===== config.mk =====
export PLATFORM = sky130hd
export DESIGN_NAME = car_traffic
export DESIGN_NICKNAME = d
export VERILOG_FILES = /design/src/rtl/car_traffic.sv
export SDC_FILE = /design/constraint.sdc
export NUM_CORES = 1
export LEC_CHECK = 0
export BUFFER_PORTS_ARGS = -buffer_cell sky130_fd_sc_hd__buf_2
export CORE_ASPECT_RATIO = 0.5
export CORE_MARGIN = 5
export CORE_UTILIZATION = 40
export CTS_BUF_LIST = sky130_fd_sc_hd__clkbuf_4
export CTS_CLUSTER_SIZE = 14
export DETAILED_ROUTE_END_ITERATION = 8
export GPL_TIMING_DRIVEN = 0
export SETUP_SLACK_MARGIN = 0.4
export SLEW_MARGIN = 25
export SYNTH_ARGS = -nofsm -noshare
export SYNTH_HDL_FRONTEND = slang
export SYNTH_SLANG_ARGS = --single-unit

===== constraint.sdc =====
create_clock -name CLK -period 7.35 [get_ports CLK]
set_input_delay 1.47 -clock CLK [delete_from_list [all_inputs] [get_ports CLK]]
set_output_delay 1.47 -clock CLK [all_outputs]
set_load 0.05 [all_outputs]

===== src/rtl/car_traffic.sv =====
// car_traffic: lane car position generator for the crossing game.
// Eight cars advance by a fixed per-lane pixel step on every movement tick.
// Odd lanes move right, even lanes move left, and positions wrap around the
// visible width. The tick period shrinks as speed_car rises, and a drop in
// speed_car restarts the traffic pattern from the initial layout.
//
// Output timing: step_tick is a one-cycle pulse raised in the same cycle
// the new positions first appear. Consumers may sample car_x* at any time;
// the positions are stable between pulses. There is no back-pressure.
module car_traffic #(
  parameter int unsigned H_DISPLAY   = 640,
  parameter int unsigned BASE_PERIOD = 250000,
  parameter int unsigned PERIOD_STEP = 8000,
  parameter int unsigned MIN_PERIOD  = 20000
) (
  input  logic       CLK,
  input  logic       RST,
  input  logic [4:0] speed_car,
  input  logic       hold,
  output logic [9:0] car_x1,
  output logic [9:0] car_x2,
  output logic [9:0] car_x3,
  output logic [9:0] car_x4,
  output logic [9:0] car_x5,
  output logic [9:0] car_x6,
  output logic [9:0] car_x7,
  output logic [9:0] car_x8,
  output logic       step_tick,
  output logic       o_dbg_state
);

  typedef enum logic {S_RUN = 1'b0, S_HOLD = 1'b1} state_t;

  localparam logic [9:0] INIT_X [8] = '{10'd0, 10'd80, 10'd160, 10'd240,
                                        10'd320, 10'd400, 10'd480, 10'd560};
  localparam logic [10:0] STEP_X [8] = '{11'd2, 11'd3, 11'd4, 11'd2,
                                         11'd3, 11'd4, 11'd2, 11'd3};
  localparam logic [10:0] W_H = 11'(H_DISPLAY);

  state_t      w_state;
  state_t      r_state;
  logic [4:0]  r_speed_q;
  logic [31:0] r_cnt;
  logic [9:0]  r_x [8];
  logic        r_step_tick;

  logic [31:0] w_dec;
  logic [31:0] w_diff;
  logic [31:0] w_period;
  logic        w_fire;
  logic        w_restart;
  logic [10:0] w_ext [8];
  logic [9:0]  w_nx [8];

  // Mode is chosen directly by hold: HOLD freezes counter and positions.
  always_comb begin
    w_state = S_RUN;
    if (hold) w_state = S_HOLD;
  end

  // Record the mode seen on each edge so it can be observed externally.
  always_ff @(posedge CLK or posedge RST) begin
    if (RST) r_state <= S_RUN;
    else     r_state <= w_state;
  end

  // Tick period from the registered speed, clamped at MIN_PERIOD (also on underflow).
  always_comb begin
    w_dec    = 32'(r_speed_q) * PERIOD_STEP;
    w_diff   = BASE_PERIOD - w_dec;
    w_period = w_diff;
    if ((w_dec > BASE_PERIOD) || (w_diff < MIN_PERIOD)) w_period = MIN_PERIOD;
    // >= rather than == so a period that shrinks mid-count fires promptly.
    w_fire    = (r_cnt >= (w_period - 32'd1));
    w_restart = (speed_car < r_speed_q);
  end

  // Candidate next positions; 11-bit sums keep the wrap compare overflow-free.
  always_comb begin
    for (int i = 0; i < 8; i++) begin
      w_ext[i] = {1'b0, r_x[i]};
      w_nx[i]  = r_x[i];
      if ((i % 2) == 0) begin
        if ((w_ext[i] + STEP_X[i]) >= W_H) w_nx[i] = 10'(w_ext[i] + STEP_X[i] - W_H);
        else                               w_nx[i] = 10'(w_ext[i] + STEP_X[i]);
      end else begin
        if (w_ext[i] < STEP_X[i]) w_nx[i] = 10'(w_ext[i] + W_H - STEP_X[i]);
        else                      w_nx[i] = 10'(w_ext[i] - STEP_X[i]);
      end
    end
  end

  // Counter, positions and pulse; priority is restart > hold > step/count.
  always_ff @(posedge CLK or posedge RST) begin
    if (RST) begin
      r_speed_q   <= 5'd0;
      r_cnt       <= 32'd0;
      r_step_tick <= 1'b0;
      for (int i = 0; i < 8; i++) r_x[i] <= INIT_X[i];
    end else begin
      r_speed_q <= speed_car;
      if (w_restart) begin
        r_cnt       <= 32'd0;
        r_step_tick <= 1'b0;
        for (int i = 0; i < 8; i++) r_x[i] <= INIT_X[i];
      end else if (w_state == S_HOLD) begin
        r_step_tick <= 1'b0;
      end else if (w_fire) begin
        r_cnt       <= 32'd0;
        r_step_tick <= 1'b1;
        for (int i = 0; i < 8; i++) r_x[i] <= w_nx[i];
      end else begin
        r_cnt       <= r_cnt + 32'd1;
        r_step_tick <= 1'b0;
      end
    end
  end

  assign car_x1      = r_x[0];
  assign car_x2      = r_x[1];
  assign car_x3      = r_x[2];
  assign car_x4      = r_x[3];
  assign car_x5      = r_x[4];
  assign car_x6      = r_x[5];
  assign car_x7      = r_x[6];
  assign car_x8      = r_x[7];
  assign step_tick   = r_step_tick;
  assign o_dbg_state = r_state;

endmodule


---- Word-level counts from Yosys, hierarchy flattened ----
Cells that the tools add are included.
storage, ports and cells
  bits in registers ....................... 119
  bits in latches ......................... 0
  memory bits (writable) .................. 0
  bits in read-only memories .............. 0
  input bits .............................. 8
  memories ................................ 0
cells by class
  add/subtract/negate cells ............... 23
  multiply operators ...................... 1
  divide/modulo/power cells ............... 0
  magnitude comparators ................... 12
  equal/unequal tests ..................... 1
  shifts and indexed selects .............. 0
  muxes and demuxes ....................... 19
  bitwise logic cells ..................... 0
  reductions and logical operators ........ 3
operators by type and width
  operator                                                                         count
  80-bit two-way mux                                                               3
  32-bit two-way mux                                                               4
  10-bit two-way mux                                                               8
  10-bit by 2-bit subtractor with 10-bit output (second input constant)            6
  11-bit by 10-bit >= comparator with 1-bit output (second input constant)         4
  10-bit adder (second input constant)                                             4
  10-bit subtractor (second input constant)                                        4
  10-bit by 2-bit adder with 11-bit output (second input constant)                 3
  32-bit by 1-bit adder with 32-bit output (second input constant)                 1
  32-bit >= comparator                                                             1
  32-bit by 15-bit less-than comparator with 1-bit output (second input constant)  1
  32-bit by 1-bit subtractor with 32-bit output (second input constant)            1
  10-bit by 2-bit less-than comparator with 1-bit output (second input constant)   3
  10-bit by 3-bit subtractor with 10-bit output (second input constant)            2
  18-bit by 18-bit subtractor with 19-bit output (first input constant)            1
  18-bit greater-than comparator (second input constant)                           1
  5-bit by 7-bit multiplier with 12-bit output (second input constant)             1
  10-bit by 3-bit adder with 11-bit output (second input constant)                 1
  10-bit by 3-bit less-than comparator with 1-bit output (second input constant)   1
  5-bit less-than comparator                                                       1
  1-bit two-way mux                                                                4
  2-bit by 1-bit inequality test with 1-bit output (second input constant)         1
  2-bit AND reduction                                                              1
  2-bit nonzero test                                                               1
  1-bit logical OR                                                                 1

---- Depth between registers and ports, before layout ----
Gate-level depths: netlist of the first run.
  word-level depth ........................ 10
  depth in mapped cells ................... 24
  depth with buffers taken out ............ 21

---- Least setup slack after synthesis of the first run ----
OpenSTA, ideal clock, no wires.
  path kind ............................... reg2reg
  start point ............................. reg r_speed_q[2]
  end point ............................... reg r_x (netlist bit car_x2[7])
  library setup time ...................... 0.119 ns
  arrival time ............................ 6.037 ns
  required time ........................... 7.231 ns
  setup slack ............................. 1.194 ns
  stages on the path, launching flop included .. 24
  path buffers ............................ 2
  clock period less this slack ............ 6.156 ns
  cells stage by stage .................... dfrtp_1 fa_1 fa_1 inv_1 fa_1 inv_1 ha_1 o21a_2 a2111o_1 o311ai_4 o2111ai_4 or3_1 a32o_2 and3_1 ha_1 nand2_1 nor2_1 a2111oi_0 o2111ai_1 a21oi_2 buf_2 buf_2 nor3_1 o21a_1
between the ends
  longest elaborated chain between the ends .. 9
  elaborated cells on any way between the ends .. 13
  those cells by class .................... add/sub (2); mul (1); order compare (4); eq/ne (1); mux (2); reduce/logical (3)
RTL lines
  element                                                  line  source
  from (decl)                                              42    logic [4:0] r_speed_q;
  from (signal assigned)                                   101   r_speed_q <= speed_car;
  5-bit by 7-bit multiplier with 12-bit output             69    w_dec = 32'(r_speed_q) * PERIOD_STEP;
  18-bit by 18-bit subtractor with 19-bit output           70    w_diff = BASE_PERIOD - w_dec;
  32-bit by 15-bit less-than comparator with 1-bit output  72    if ((w_dec > BASE_PERIOD) || (w_diff < MIN_PERIOD)) w_period = MIN_PERIOD;
  1-bit logical OR                                         72
  32-bit two-way mux                                       72
  32-bit by 1-bit subtractor with 32-bit output            74    w_fire = (r_cnt >= (w_period - 32'd1));
  32-bit >= comparator                                     74
  2-bit nonzero test (no source line)                      -
  2-bit AND reduction (no source line)                     -
  to (decl)                                                44    logic [9:0] r_x [8];
Several ways; a longest one is shown, not always the timed one.
A chain may end at the register's enable or synchronous reset.

---- Worst setup path in the final report of the first run ----
  start point ............................. reg r_speed_q[4]
  end point ............................... reg r_x (netlist bit car_x4[3])
The elaborated chain is that of the path after synthesis.

==> results.tsv, run 1 <==
stage	metric	value	unit
route	Highest Signal Layer	met4	
clock_network	CTS max path bufs	2	
route	routed wire length	30.4	mm
sta	Clock Skew	0.0303	ns
placed_design	port bufs	82	
sta	Final Cycle Share	0.914	
synth	sequential cell area fraction in the yosys report	0.307	
placed_design	setup slack at placement	-0.205	ns
hold_path	Hold WC Path Type	flip-flop to flip-flop	
synth	dominant cells by area after synthesis	dfrtp_1, ha_1, dfstp_2, nand3_1, a31oi_1	
cells_and_area	share of cells above drive strength 1	0.175	
clock_network	Clock Tree Root	clkbuf_4	
route	via count	9324	
global_route	pin count of the biggest net entering global routing	64	
sta	setup_tns	0	ns
global_route	gr usage total	0.222	
worst_setup_path	Worst setup SP type	flip-flop	
run_status	run status	finished clean	
synth	compound-gate portion of the synthesized area	0.259	
worst_setup_path	Crit Path Max Fanout	10	
sta	Least-Margin Pin Slew	0.850	ns
clock_network	total CTS buffers	9	
floorplanning	DIE WIDTH	225	um
synth	Gate Count Post-Synth	1069	
worst_setup_path	r2r setup slk	0.63	ns
route	# DRC	0	
sta	final worst slack	0.632	ns
global_route	number of global-route vias before repair	8942	
clock_network	htree depth	3	
route	Routed WL per cell	20.3	um
sta	Fmax	149	MHz
cells_and_area	Final Net Count	1271	
synth	Mapped Avg Cell Area	8.62	um2
worst_setup_path	Worst R2R Start	r_speed_q[4]$_DFF_PP0_	
worst_setup_path	Worst EP arrival	7.14	ns
hold_path	hold path start	car_x8[4]$_DFFE_PP1P_	
floorplanning	io pins	90	
pwr	Pleak	0.00433	uW
synth	Synth Area in XOR/XNOR	0.0181	
cells_and_area	design area	10400	um2
clock_network	clk sinks	112	
sta	Fin. Hold Viols	0	
placed_design	RD Place Congestion	0.875	
synth	dominant synthesized flop cell	dfrtp_1	
hold_path	Hold Crit Depth	2	
placed_design	placed cell area	10100	um2
worst_setup_path	critical path class	flip-flop to flip-flop	
synth	top-count cell post-synth	dfrtp_1	
clock_network	CTS tree	yes	
clock_network	worst skew pair latency	0.51	ns
route	Post-DRT Antenna Nets	0	
worst_setup_path	CP Capture Type	flip-flop	
sta	RSZ-0062 raised after global routing	false	
worst_setup_path	RR Endpoint	car_x4[3]$_DFFE_PP0P_	
synth	mapped cell area	9220	um2
route	DR pass1 iterations	5	
synth	largest family of logic cells by synthesized area	compound AO/OA/AOI/OAI gates	
hold_path	Worst Hold End	car_x8[4]$_DFFE_PP1P_	
synth	number of synthesized register bits	112	
synth	EDFF count, synth	0	
floorplanning	die area	26400	um2
sta	Final Critical Period	6.72	ns
worst_setup_path	Critical Path RT	7.77	ns
synth	Synth top cells by count	dfrtp_1, nand3_1, ha_1	
synth	Synth cell types	88	
sta	setup violators final	0	
synth	cell taking the most area after synthesis	dfrtp_1	
route	M1 WL	13.8	mm
cells_and_area	Fillers	2311	
synth	Yosys warnings	0	
synth	mux contribution to synthesized area	0.00760	
route	drt via density	6.24	
route	Met2 Wirelength	14.3	mm
floorplanning	Die Y	117	um
sta	Slew Viols, Final	0	
synth	Adder-Cell Fraction of Synth Area	0.118	
global_route	GRT overflow	0	
synth	Post-synth ARST share	1.00	
cells_and_area	area grow syn2layout	13.1	%
floorplanning	Starting Density	0.405	
global_route	initial antenna violation count	1	
pwr	peak supply drop	0.000113	V
placed_design	dpl hpwl	21.8	mm
route	wire length on met3	1.73	mm
synth	post-synthesis simple-gate area fraction	0.233	
worst_setup_path	Reg2Reg Depth	24	
global_route	first-pass GRT wire length	48.3	mm
synth	Yosys top cell area share	0.250	
route	Starting DRT DRC Count	852	
clock_network	Worst-path clk slew	0.19	ns
floorplanning	core area	22700	um2
sta	Max-slew headroom	0.433	
floorplanning	row count	39	
flow_run	max-cap viol count	0	
pwr	pwr/cell area	197	nW/um2
[kinds of logic (layout without fill, tap and decap cells)]
| family | after synthesis | count (layout) |
|---|---|---|
| xor+xnor | 19 | 19 |
| compound gates | 334 | 334 |
| flops | 112 | 112 |
| mux | 7 | 7 |
| other cells | 1 | 8 |
| simple gates | 387 | 387 |
| buf+inv | 128 | 240 |
| fa+ha+maj | 81 | 81 |
[state kept, by name (all words and copies together), names as in the netlist, 8 cells and up]
signal / cells
car_x1: 9
car_x3: 8
car_x4: 9
car_x2: 10
r_cnt: 32
car_x5: 10
car_x7: 9
car_x6: 8
car_x8: 10
[per-stage QoR]
stage / util / hold slack, ns / cells / total power (uW)
final: 0.458 / 0.545 / 1495 / 2050
after CTS: 0.451 / 0.540 / 1483 / 1970
after floorplan: - / 0.473 / 1075 / 1380
after global placement: 0.441 / 0.511 / 1464 / 1630
after detailed placement: 0.443 / 0.519 / 1465 / 1650
after global routing: 0.458 / 0.566 / 1495 / 2190
[how the worst max path moves through the flow]
stage	cells after the start	startpoint	end	slack [ns]
5_1_grt	24	r_speed_q[3]$_DFF_PP0_	car_x3[4]$_DFFE_PP0P_	0.41
4_1_cts	23	r_speed_q[2]$_DFF_PP0_	car_x3[9]$_DFFE_PP0P_	0.41
6_report	24	r_speed_q[4]$_DFF_PP0_	car_x4[3]$_DFFE_PP0P_	0.63
3_5_place_dp	23	r_speed_q[4]$_DFF_PP0_	car_x1[6]$_DFFE_PP0P_	-0.21
2_1_floorplan	23	r_speed_q[2]$_DFF_PP0_	car_x2[7]$_DFFE_PP0P_	1.19
3_3_place_gp	22	r_speed_q[3]$_DFF_PP0_	car_x1[6]$_DFFE_PP0P_	-0.14
[final cells by class]
class	instances	area (um2)	area share
Sequential cell	112	2830	0.272
Inverter	54	210	0.0202
Clock inverter	6	36.3	0.00348
Clock buffer	10	75.1	0.00720
Antenna cell	1	2.50	0.000240
Buffer	74	354	0.0340
Tap cell	307	384	0.0368
Multi-Input combinational cell	835	5980	0.574
Timing Repair Buffer	96	548	0.0526
[worst max-delay path, cell delays in order, from the launching register on]
cell and delay [ns]:
dfrtp_2 0.49, fa_2 0.52, fa_1 0.52, inv_1 0.05, fa_1 0.50, inv_1 0.04
ha_1 0.24, or4_1 0.54, a21oi_1 0.16, or3_2 0.17, nand2_1 0.10, or3_1 0.44
a32o_2 0.32, o22a_1 0.19, ha_1 0.29, and2_0 0.17, o2111ai_1 0.12, a311o_1 0.37
o2111ai_4 0.12, a21oi_4 0.15, buf_4 0.18, buf_4 0.14, buf_2 0.19, or4_1 0.41
a21oi_1 0.19
[report_power, final]
group / switching (uW) / total (uW) / internal, uW
Combinational: 714 / 1100 / 382
Clock: 215 / 286 / 71.0
Sequential: 31.3 / 669 / 638
Total: 960 / 2050 / 1090
[repair_timing]
item / in CTS / in global routing
pin swaps: 2 / 7
setup endpoints to repair: 80 / 106
hold buffers: 0 / 0
setup buffers: 2 / 11
gates resized for setup: 18 / 23
[metal layers]
metal  track usage  up-vias
met2         0.367      313
met1         0.310     4603
met5             0        -
met3        0.0277       41
li1              -     4367
met4        0.0566        0
[layout by cell type (no fill, tap or decap), drive strengths merged, types with 17 or more instances in the layout]
master / instances
dfrtp: 92
nand2: 59
o21ai: 40
buf: 122
a31oi: 58
clkbuf: 58
a211oi: 19
nor3: 27
nand3: 74
nor2: 46
a211o: 20
and3: 20
inv: 53
a21oi: 56
dfstp: 20
or4: 36
nand4: 17
ha: 71
o31ai: 35
or3: 40
Note: power is estimated with default switching activity, not from simulation.
==> run 2: changes to the inputs <==
--- a/config.mk
+++ b/config.mk
@@ -6,8 +6,8 @@
 export NUM_CORES = 1
 export LEC_CHECK = 0
 export BUFFER_PORTS_ARGS = -buffer_cell sky130_fd_sc_hd__buf_2
-export CORE_ASPECT_RATIO = 0.5
-export CORE_MARGIN = 5
+export CORE_ASPECT_RATIO = 1.75
+export CORE_MARGIN = 2
 export CORE_UTILIZATION = 40
 export CTS_BUF_LIST = sky130_fd_sc_hd__clkbuf_4
 export CTS_CLUSTER_SIZE = 14
==> constraint.sdc (replaced) <==
create_clock -name CLK -period 8.04 [get_ports CLK]
set_input_delay 1.608 -clock CLK [delete_from_list [all_inputs] [get_ports CLK]]
set_output_delay 1.608 -clock CLK [all_outputs]
set_load 0.05 [all_outputs]
==> run 2 against run 1 <==
Combinational power fell by 16%. Worst setup slack gained 0.085 ns. First-iteration DRC count is 42% lower. Final cell count fell by 1.3%. Total power down 11%. Die area is 7.7% lower. Sequential power fell by 8.7%.
==> results.tsv, run 2 (synthesis gave the netlist of run 1 again) <==
stage	metric	value	unit
run_status	run status	finished clean	
sta	setup_tns	0	ns
sta	final worst slack	0.716	ns
clock_network	CTS tree	yes	
cells_and_area	share of cells above drive strength 1	0.152	
global_route	gr usage total	0.257	
placed_design	Placed Instances	1458	
floorplanning	Die Y	205	um
pwr	Net Sw Frac	0.468	
placed_design	placed cell area	10100	um2
placed_design	port bufs	82	
clock_network	Hold-fix buffers, CTS	0	
clock_network	total CTS buffers	9	
route	drt via density	6.26	
flow_run	max-cap viol count	0	
worst_setup_path	critical path class	flip-flop to flip-flop	
sta	Final Cycle Share	0.911	
clock_network	Worst-path clk slew	0.17	ns
worst_setup_path	CP Capture Type	flip-flop	
sta	Fin. Hold Viols	0	
pwr	logic gate share of total power	0.504	
pwr	NetSw	859	uW
floorplanning	Starting Density	0.407	
floorplanning	io pins	90	
placed_design	setup slack at placement	0.339	ns
cells_and_area	design area	10200	um2
worst_setup_path	Worst setup SP type	flip-flop	
cells_and_area	Largest register FFs	32	
cells_and_area	Fillers	2414	
route	Post-DRT Antenna Nets	0	
cells_and_area	most common cell after layout, fill and taps aside	buf_2	
sta	RSZ-0062 raised after global routing	false	
placed_design	dpl hpwl	24.0	mm
clock_network	worst skew pair latency	0.51	ns
pwr	peak supply drop	0.000113	V
cells_and_area	final core occ	0.452	
placed_design	RD Place Congestion	0.912	
route	routed wire length	31.3	mm
pwr	Pleak	0.00425	uW
route	via count	9229	
clock_network	htree depth	3	
pwr	share of total power in the clock network	0.163	
worst_setup_path	Critical Path RT	8.45	ns
sta	Slew Viols, Final	0	
cells_and_area	most flop-heavy register	r_cnt	
cells_and_area	Final Net Count	1258	
sta	Final Critical Period	7.32	ns
clock_network	clk sinks	112	
global_route	number of global-route vias before repair	9030	
sta	Max-slew headroom	0.384	
cells_and_area	area grow syn2layout	11.0	%
global_route	initial antenna violation count	1	
floorplanning	DIE WIDTH	119	um
worst_setup_path	Worst EP arrival	7.74	ns
pwr	Power Internal	974	uW
pwr	pwr/cell area	179	nW/um2
pwr	Flop pwr share	0.333	
worst_setup_path	Crit Path Max Fanout	10	
sta	Clock Skew	0.0181	ns
clock_network	Clock Tree Root	clkbuf_4	
clock_network	CTS max path bufs	2	
floorplanning	die area	24300	um2
route	Routed WL per cell	21.2	um
sta	setup violators final	0	
cells_and_area	most frequent cells in the layout	buf_2, dfrtp_1, nand3_1, ha_1, nand2_1	
route	# DRC	0	
route	DR pass1 iterations	5	
sta	Least-Margin Pin Slew	0.918	ns
clock_network	post-CTS setup buffers	0	
cells_and_area	final std cells w/o fill	1475	
global_route	pin count of the biggest net entering global routing	79	
route	Starting DRT DRC Count	491	
floorplanning	row count	73	
global_route	first-pass GRT wire length	49.0	mm
hold_path	Hold WC Path Type	flip-flop to flip-flop	
global_route	GRT overflow	0	
floorplanning	core area	22700	um2
sta	Fmax	137	MHz
==> run 2: changes by cell type in the layout (fill, tap and decap cells not counted), sizes merged <==
cell      delta
clkinvlp     -3
bufinv       +1
buf         -12
clkinv       +1
==> run 2: per-stage QoR <==
stage / total power (uW) / hold slack [ns]
2_1_floorplan: 1270 / 0.473
3_3_place_gp: 1510 / 0.511
3_5_place_dp: 1520 / 0.512
4_1_cts: 1820 / 0.534
5_1_grt: 1950 / 0.562
6_report: 1830 / 0.543
==> run 2: final cells by class <==
cell class	instances	area, um2	area share
repair buffers	83	438	0.0428
flip-flops and latches	112	2830	0.276
diodes	1	2.50	0.000245
inverters	54	210	0.0206
well taps	300	375	0.0367
clock buffers	11	82.6	0.00807
multi-input cells	835	5920	0.578
clock inverters	5	47.5	0.00465
plain buffers	74	328	0.0320
==> run 2: routing by layer <==
| metal | up-vias | share of wire | global-route usage |
|---|---|---|---|
| met5 | - | 0 | 0 |
| met4 | 0 | 0.058 | 0.163 |
| met2 | 301 | 0.54 | 0.486 |
| met3 | 95 | 0.044 | 0.0290 |
| met1 | 4509 | 0.36 | 0.265 |
| li1 | 4324 | - | - |
==> run 2: critical path, stage by stage, from the launching register on <==
cell and delay (ns):
dfrtp_1 0.51, fa_1 0.60, fa_1 0.54, inv_1 0.06
fa_1 0.49, inv_1 0.04, ha_1 0.26, or4_1 0.54
a21oi_1 0.20, o21ai_0 0.17, a211oi_1 0.43, a32oi_1 0.20
and2_1 0.28, o22a_1 0.21, ha_1 0.28, and2_0 0.16
o2111ai_1 0.12, a311o_1 0.35, o2111ai_1 0.26, a21o_1 0.39
buf_2 0.33, nand2_1 0.36, o311ai_0 0.44
==> run 2: path summary, 6_finish.rpt <==
path	startpoint	to	slack (ns)	cells past startpoint
hold / removal	r_cnt[15]$_DFFE_PP0N_	r_cnt[15]$_DFFE_PP0N_	0.54	1
setup / recovery	r_speed_q[3]$_DFF_PP0_	car_x8[9]$_DFFE_PP1P_	0.72	22
hold reg to reg	r_cnt[15]$_DFFE_PP0N_	r_cnt[15]$_DFFE_PP0N_	0.54	1
min in group asynchronous	RST	r_cnt[28]$_DFFE_PP0N_	1.04	2
max in group asynchronous	RST	car_x3[7]$_DFFE_PP1P_	6.26	3
setup reg to reg	r_speed_q[3]$_DFF_PP0_	car_x8[9]$_DFFE_PP1P_	0.72	22
==> run 2: timing repair <==
item | CTS | global route
gates cloned | 0 | 0
endpoints found under the setup margin | 10 | 60
hold endpoints to repair | 0 | 0
resized for setup | 1 | 6
==> run 2: power groups by stage <==
stage,Sequential (uW),Combinational (uW),Clock (uW)
2_1_floorplan,652,614,0
3_3_place_gp,620,894,0
3_5_place_dp,620,905,0
4_1_cts,610,910,304
5_1_grt,615,1010,320
6_report,611,923,299
